**src/rtl/mem_access_unit_pkg.sv**
```systemverilog
// mau_pkg: shared definitions for mem_access_unit.
//   - op-code values for the load/store request interface
//   - FSM state encoding (IDLE, ACCESS, MERGE, RESP)
//   - is_store / is_sub_word / is_misaligned helpers
package mau_pkg;

   localparam logic [2:0] OP_LB  = 3'b000;
   localparam logic [2:0] OP_LH  = 3'b001;
   localparam logic [2:0] OP_LW  = 3'b010;
   localparam logic [2:0] OP_SW  = 3'b011;
   localparam logic [2:0] OP_LBU = 3'b100;
   localparam logic [2:0] OP_LHU = 3'b101;
   localparam logic [2:0] OP_SB  = 3'b110;
   localparam logic [2:0] OP_SH  = 3'b111;

   typedef enum logic [1:0] {
      ST_IDLE   = 2'd0,
      ST_ACCESS = 2'd1,
      ST_MERGE  = 2'd2,
      ST_RESP   = 2'd3
   } state_t;

   function automatic logic is_store(input logic [2:0] op);
      return (op == OP_SW) || (op == OP_SB) || (op == OP_SH);
   endfunction

   // Byte or halfword access (anything but LW/SW).
   function automatic logic is_sub_word(input logic [2:0] op);
      return (op != OP_LW) && (op != OP_SW);
   endfunction

   function automatic logic is_misaligned(input logic [2:0] op, input logic [1:0] boff);
      logic half, word;
      half = (op == OP_LH) || (op == OP_LHU) || (op == OP_SH);
      word = (op == OP_LW) || (op == OP_SW);
      return (half && boff[0]) || (word && (boff != 2'b00));
   endfunction

endpackage

```
**src/rtl/mem_access_unit_byte_lane.sv**
```systemverilog
// byte_lane_unit: combinational lane select / merge for mem_access_unit.
// Ports:
//   op        in   request op code
//   boff      in   byte offset addr[1:0]
//   word      in   word currently held in memory
//   wdata     in   right-justified store data
//   load_val  out  selected byte/half/word, sign- or zero-extended
//   merged    out  word to write: old word with the selected lane replaced
//                  (SB/SH), or wdata unchanged for any other op
module byte_lane_unit
   import mau_pkg::*;
(
   input  logic [2:0]  op,
   input  logic [1:0]  boff,
   input  logic [31:0] word,
   input  logic [31:0] wdata,
   output logic [31:0] load_val,
   output logic [31:0] merged
);

   logic [7:0]  byte_sel;
   logic [15:0] half_sel;

   always_comb begin
      byte_sel = 8'h00;
      case (boff)
         2'd0: byte_sel = word[7:0];
         2'd1: byte_sel = word[15:8];
         2'd2: byte_sel = word[23:16];
         2'd3: byte_sel = word[31:24];
         default: byte_sel = 8'h00;
      endcase
      // Halfword lane comes from addr[1] only; addr[0] is ignored here.
      half_sel = boff[1] ? word[31:16] : word[15:0];

      load_val = word;
      case (op)
         OP_LB:   load_val = {{24{byte_sel[7]}}, byte_sel};
         OP_LBU:  load_val = {24'h0, byte_sel};
         OP_LH:   load_val = {{16{half_sel[15]}}, half_sel};
         OP_LHU:  load_val = {16'h0, half_sel};
         default: load_val = word;
      endcase

      merged = wdata;
      if (op == OP_SB) begin
         merged = word;
         case (boff)
            2'd0: merged[7:0]   = wdata[7:0];
            2'd1: merged[15:8]  = wdata[7:0];
            2'd2: merged[23:16] = wdata[7:0];
            2'd3: merged[31:24] = wdata[7:0];
            default: merged = word;
         endcase
      end else if (op == OP_SH) begin
         merged = boff[1] ? {wdata[15:0], word[15:0]} : {word[31:16], wdata[15:0]};
      end
   end

endmodule

```
**src/rtl/mem_access_unit.sv**
```systemverilog
// mem_access_unit: MEM-stage load/store initiator for a word-addressed,
// combinational-read data memory. Sub-word stores are read-modify-write.
// Optional feature macro: MAU_ALIGN_CHECK_EN (alignment fault detection).
// Ports:
//   clk, rst                 clock, synchronous active-high reset
//   req_valid/req_ready      request handshake (ready only in IDLE)
//   req_op/addr/wdata        op code, byte address, right-justified store data
//   resp_valid               one-cycle completion pulse
//   resp_rdata               load result (0 for stores and faults)
//   resp_misalign            alignment fault, valid with resp_valid
//   mem_we/addr/wdata        to memory write port; mem_addr = {0, word index}
//   mem_rdata                combinational read data from memory
module mem_access_unit
   import mau_pkg::*;
#(
   parameter int ADDR_W = 10,
   parameter int DATA_W = 32
)(
   input  logic              clk,
   input  logic              rst,
   input  logic              req_valid,
   output logic              req_ready,
   input  logic [2:0]        req_op,
   input  logic [31:0]       req_addr,
   input  logic [DATA_W-1:0] req_wdata,
   output logic              resp_valid,
   output logic [DATA_W-1:0] resp_rdata,
   output logic              resp_misalign,
   output logic              mem_we,
   output logic [31:0]       mem_addr,
   output logic [DATA_W-1:0] mem_wdata,
   input  logic [DATA_W-1:0] mem_rdata
);

   typedef struct packed {
      logic [2:0]        op;
      logic [1:0]        boff;
      logic [ADDR_W-1:0] widx;
      logic [DATA_W-1:0] wdata;
   } req_t;

   state_t            state;
   req_t              req_q;
   logic [DATA_W-1:0] load_val, merged;
   logic              fault;
   logic              misalign_q;
   // Address bits above the word index are ignored so accesses wrap.
   logic              unused_addr_hi;
   assign unused_addr_hi = ^req_addr[31:ADDR_W+2];

`ifdef MAU_ALIGN_CHECK_EN
   assign fault         = is_misaligned(req_op, req_addr[1:0]);
   assign resp_misalign = misalign_q;
`else
   assign fault         = 1'b0;
   assign resp_misalign = 1'b0;
`endif

   byte_lane_unit u_lane (
      .op       (req_q.op),
      .boff     (req_q.boff),
      .word     (mem_rdata),
      .wdata    (req_q.wdata),
      .load_val (load_val),
      .merged   (merged)
   );

   always_ff @(posedge clk) begin
      if (rst) begin
         state      <= ST_IDLE;
         req_q      <= '0;
         req_ready  <= 1'b1;
         resp_valid <= 1'b0;
         resp_rdata <= '0;
         misalign_q <= 1'b0;
         mem_we     <= 1'b0;
         mem_addr   <= '0;
         mem_wdata  <= '0;
      end else begin
         case (state)
            ST_IDLE: begin
               // req_ready is registered high throughout IDLE.
               if (req_valid) begin
                  req_q     <= '{op: req_op, boff: req_addr[1:0],
                                 widx: req_addr[ADDR_W+1:2], wdata: req_wdata};
                  req_ready <= 1'b0;
                  if (fault) begin
                     state      <= ST_RESP;
                     resp_valid <= 1'b1;
                     resp_rdata <= '0;
                     misalign_q <= 1'b1;
                  end else begin
                     state     <= ST_ACCESS;
                     mem_addr  <= {{(32-ADDR_W){1'b0}}, req_addr[ADDR_W+1:2]};
                     // A full-word store writes on the ACCESS edge directly.
                     mem_we    <= (req_op == OP_SW);
                     mem_wdata <= req_wdata;
                  end
               end
            end
            ST_ACCESS: begin
               if (is_store(req_q.op) && is_sub_word(req_q.op)) begin
                  // Old word is on mem_rdata now; write the merged word next.
                  state     <= ST_MERGE;
                  mem_we    <= 1'b1;
                  mem_wdata <= merged;
               end else begin
                  state      <= ST_RESP;
                  mem_we     <= 1'b0;
                  mem_addr   <= '0;
                  resp_valid <= 1'b1;
                  resp_rdata <= is_store(req_q.op) ? '0 : load_val;
               end
            end
            ST_MERGE: begin
               state      <= ST_RESP;
               mem_we     <= 1'b0;
               mem_addr   <= '0;
               resp_valid <= 1'b1;
               resp_rdata <= '0;
            end
            ST_RESP: begin
               state      <= ST_IDLE;
               resp_valid <= 1'b0;
               misalign_q <= 1'b0;
               req_ready  <= 1'b1;
            end
            default: begin
               state     <= ST_IDLE;
               req_ready <= 1'b1;
               mem_we    <= 1'b0;
               mem_addr  <= '0;
            end
         endcase
      end
   end

endmodule

```
**config.mk**
```make
export PLATFORM = sky130hd
export DESIGN_NAME = mem_access_unit
export DESIGN_NICKNAME = d
export VERILOG_FILES = /design/src/rtl/mem_access_unit_pkg.sv /design/src/rtl/mem_access_unit_byte_lane.sv /design/src/rtl/mem_access_unit.sv
export SDC_FILE = /design/constraint.sdc
export NUM_CORES = 1
export LEC_CHECK = 0
export BUFFER_PORTS_ARGS = -buffer_cell sky130_fd_sc_hd__clkbuf_2
export CORE_UTILIZATION = 49
export DETAILED_ROUTE_END_ITERATION = 8
export PLACE_DENSITY = 0.8
export SLEW_MARGIN = 20
export SYNTH_ARGS = -nofsm -noshare
export SYNTH_HDL_FRONTEND = slang
export SYNTH_SLANG_ARGS = --single-unit
```
**constraint.sdc**
```tcl
create_clock -name clk -period 2.19 [get_ports clk]
set_input_delay 0.1095 -clock clk [delete_from_list [all_inputs] [get_ports clk]]
set_output_delay 0.1095 -clock clk [all_outputs]
set_load 0.03 [all_outputs]
```
==> metrics.md <==
| Metric | Value |
|---|---|
| Total number of vias | `5370` |
| Seq/Total Area, Yosys | `37.5%` |
| Complex-gate fraction of the synthesized area | `23.2%` |
| Seq. cell area | `2000 µm²` |
| Setup CP Type | `reg -> reg` |
| TritonCTS clock tree | `done` |
| Global Route Usage Sum | `30.7%` |
| Slew Viols, Final | `0` |
| Static leakage | `2.93 nW` |
| Remaining global-route overflow | `0` |
| Fmax | `490 MHz` |
| CP Buf/Inv Count | `1` |
| Post-Syn Area per Cell | `8.75 µm²` |
| VDD IR max | `0.742 mV` |
| Clock latency at the later pin of the worst-skew pair | `0.38 ns` |
| Synthesized area | `5340 µm²` |
| Predominant post-synthesis flop cell | `dfxtp_1` |
| Die X | `106 µm` |
| First-pass GRT wire length | `26.7 mm` |
| Sink Count | `100` |
| Worst setup EP type | `flip-flop` |
| Yosys reg bits | `100` |
| Max Root-Sink Buffers | `2` |
| CP max FO | `15` |
| Placer Congestion | `0.898` |
| Clock transition at path regs | `0.10 ns` |
| # IOs | `202` |
| Detailed Route Iter0 Violations | `464` |
| Initial antenna violation count | `0` |
| RSZ-0062 raised after global routing | `false` |
| Dpl hpwl | `12.3 mm` |
| Total Nets Final | `888` |
| Largest net degree at the start of global routing | `38` |
| Cells after synthesis | `610` |
| Die Y | `106 µm` |
| Largest family of logic cells by synthesized area | `compound AO/OA/AOI/OAI gates` |
| DRT antenna net count | `0` |
| # H-tree levels | `3` |
| Layout cell share with drive strength beyond 1 | `31.5%` |
| Core Region | `10500 µm²` |
| Slew HR | `58.1%` |
| YS warnings | `0` |
| Final min period | `2.04 ns` |
| Layout Skew | `0.0170 ns` |
| Crit path DAT | `2.34 ns` |
| Final cycle utilization of the critical path | `93.2%` |
| Post-synthesis async set-or-reset flop share | `0%` |
| Hold/Removal Path Class | `in -> reg` |
| Simple-gate share of the synthesized area | `20.6%` |
| Post-synth EDFFs | `0` |
| Initial Util | `51.0%` |
| Crit-path leading delay family | `compound AO/OA/AOI/OAI gates` |
| Multi-input combinational cell area | `2970 µm²` |
| Num CTS Buffers | `9` |
| Final hold violations | `0` |
| Die area | `11300 µm²` |
| XOR/XNOR Fraction of Synth Area | `0%` |
| Place WS | `0.0541 ns` |
| Mux contribution to synthesized area | `9.07%` |
| Synthesis-to-finish area growth | `26.7%` |
| Cell variety after synth | `54` |
| Row Count | `37` |
| Max-cap violations | `0` |
| Setup violations, final | `0` |
| Max incr delay on CP | `0.61 ns` |
| Data required, critical path | `2.49 ns` |
| Routed length per instance | `18.5 µm` |
| Vias in the first global route | `5090` |
| Power Density | `1430 nW/µm²` |
| Total iterations of the first detailed-routing run | `5` |
| Min setup slack post-route | `0.149 ns` |
| Antenna diodes | `0` |
| Total negative slack | `0 ns` |
| Startpoint type of the worst setup path | `flip-flop` |
| WL final | `17.1 mm` |
| Worst-path cell chain | `inv_1 -> a21oi_2 -> o221ai_1 -> a311oi_1` |
| Outcome | `finished clean` |
| Slowest cell on crit path | `dfxtp_1` |
| Via density | `5.82` |
| Adder-cell share of the synthesized area | `0.938%` |
| Clk root buf | `clkbuf_8` |
| DRC viols | `0` |
| Measured slew at the worst slew-check pin | `0.626 ns` |
| Port Buf Inserts | `158` |
| Fill count | `880` |
metal layers:
layer / GRT usage (%) / share of wire [%] / vias to the layer above
met4: 14.6 / 3.5 / 0
met5: 0 / 0 / -
met2: 50.1 / 47 / 298
met1: 40.2 / 43 / 2534
li1: - / - / 2490
met3: 3.68 / 7.2 / 48
timing repair:
action	in CTS	in global routing
endpoints found under the hold margin	34	1
setup endpoints to repair	1	10
buffers inserted	0	0
hold buffers	33	1
gates resized for setup	1	5
power by group:
part	total, W	switching (W)	leakage, nW	internal, W
clock	0.00148	0.000659	0.127	0.000821
sequential	0.00300	0.000482	0.822	0.00252
combinational	0.00516	0.00332	1.99	0.00184
total	0.00964	0.00446	2.93	0.00518
layout make-up:
type,instances,share of cell area [%]
sequential,100,29.6
tap,136,2.52
inverter,12,0.666
clock inverter,4,1.41
clock buffer,12,2.29
timing repair buffer,214,19.5
multi-input combinational,445,43.9
path summary, 6_finish.rpt:
kind	from	end	slack [ns]	depth (start not counted)
max reg2reg	req_q[43]	mem_wdata[10]	0.15	4
max	req_q[43]	mem_wdata[10]	0.15	4
min reg2reg	mem_addr[7]	mem_addr[7]	0.46	2
min	req_wdata[26]	mem_wdata[26]	0.01	3
synthesized netlist by cell type (13+ instances only):
| master | count | area (µm²) |
|---|---|---|
| a32o_1 | 16 | 160 |
| buf_4 | 27 | 203 |
| mux2i_1 | 21 | 210 |
| buf_2 | 13 | 65.1 |
| dfxtp_1 | 100 | 2000 |
| nor2b_1 | 17 | 106 |
| nor2_1 | 37 | 139 |
| a21oi_1 | 53 | 265 |
| o221ai_1 | 16 | 140 |
| clkbuf_1 | 29 | 109 |
| mux2_2 | 16 | 180 |
| a221o_1 | 16 | 160 |
| nand2_1 | 85 | 319 |
| nand2b_1 | 29 | 181 |
tightest hold or removal path, delay by kind of cell:
| family | cells | cell delay (ns) |
|---|---|---|
| AO/OA/AOI/OAI | 2 | 0.17 |
| buffers and inverters | 1 | 0.08 |
flip-flops by register name, indices dropped and copies added (netlist names):
register / count
req_q: 21
state: 2
mem_we: 1
resp_valid: 1
resp_rdata: 32
mem_wdata: 32
mem_addr: 10
req_ready: 1
cell usage in the layout (no fill, tap or decap), types with 3 or more instances in the layout:
master / synthesis / layout
dlygate4sd3_1: 0 / 34
mux4_2: 3 / 3
nand2b_1: 29 / 28
inv_1: 12 / 12
nor3_1: 3 / 3
mux2i_1: 21 / 21
a21oi_1: 53 / 52
nor3b_1: 8 / 8
buf_4: 27 / 20
or2_2: 8 / 8
conb_1: 1 / 23
a211oi_1: 3 / 3
nand2_1: 85 / 85
clkbuf_2: 0 / 158
nor2b_1: 17 / 17
a32o_1: 16 / 16
bufinv_16: 0 / 3
a21o_1: 8 / 8
ha_1: 4 / 3
a221o_1: 16 / 16
nand3b_1: 10 / 10
nor2_2: 6 / 7
a311oi_1: 8 / 8
o21ai_0: 4 / 4
a22oi_1: 11 / 11
a21oi_2: 2 / 3
nor2_1: 37 / 36
mux2_2: 16 / 16
clkbuf_8: 0 / 11
o211ai_1: 3 / 3
dfxtp_1: 100 / 99
o221ai_1: 16 / 16
a2111oi_2: 4 / 4
cell families after synthesis:
kind of cell    count (synthesis)
other cells                     1
flops                         100
buf+inv                        87
compound gates                160
simple gates                  217
mux                            41
fa+ha+maj                       4
through the flow:
step | instance area, µm² | hold slack (ns) | util, % | cells | total power [W]
2_1_floorplan | 5420 | 0.238 | - | 632 | 0.00664
3_3_place_gp | 6160 | 0.350 | 58.9 | 873 | 0.00790
3_5_place_dp | 6160 | 0.350 | 58.9 | 873 | 0.00805
4_1_cts | 6740 | 0.00489 | 64.4 | 922 | 0.00957
5_1_grt | 6760 | 0.0120 | 64.6 | 923 | 0.0102
6_report | 6760 | 0.0115 | 64.6 | 923 | 0.00964
Power figures use the tool's default switching activity.
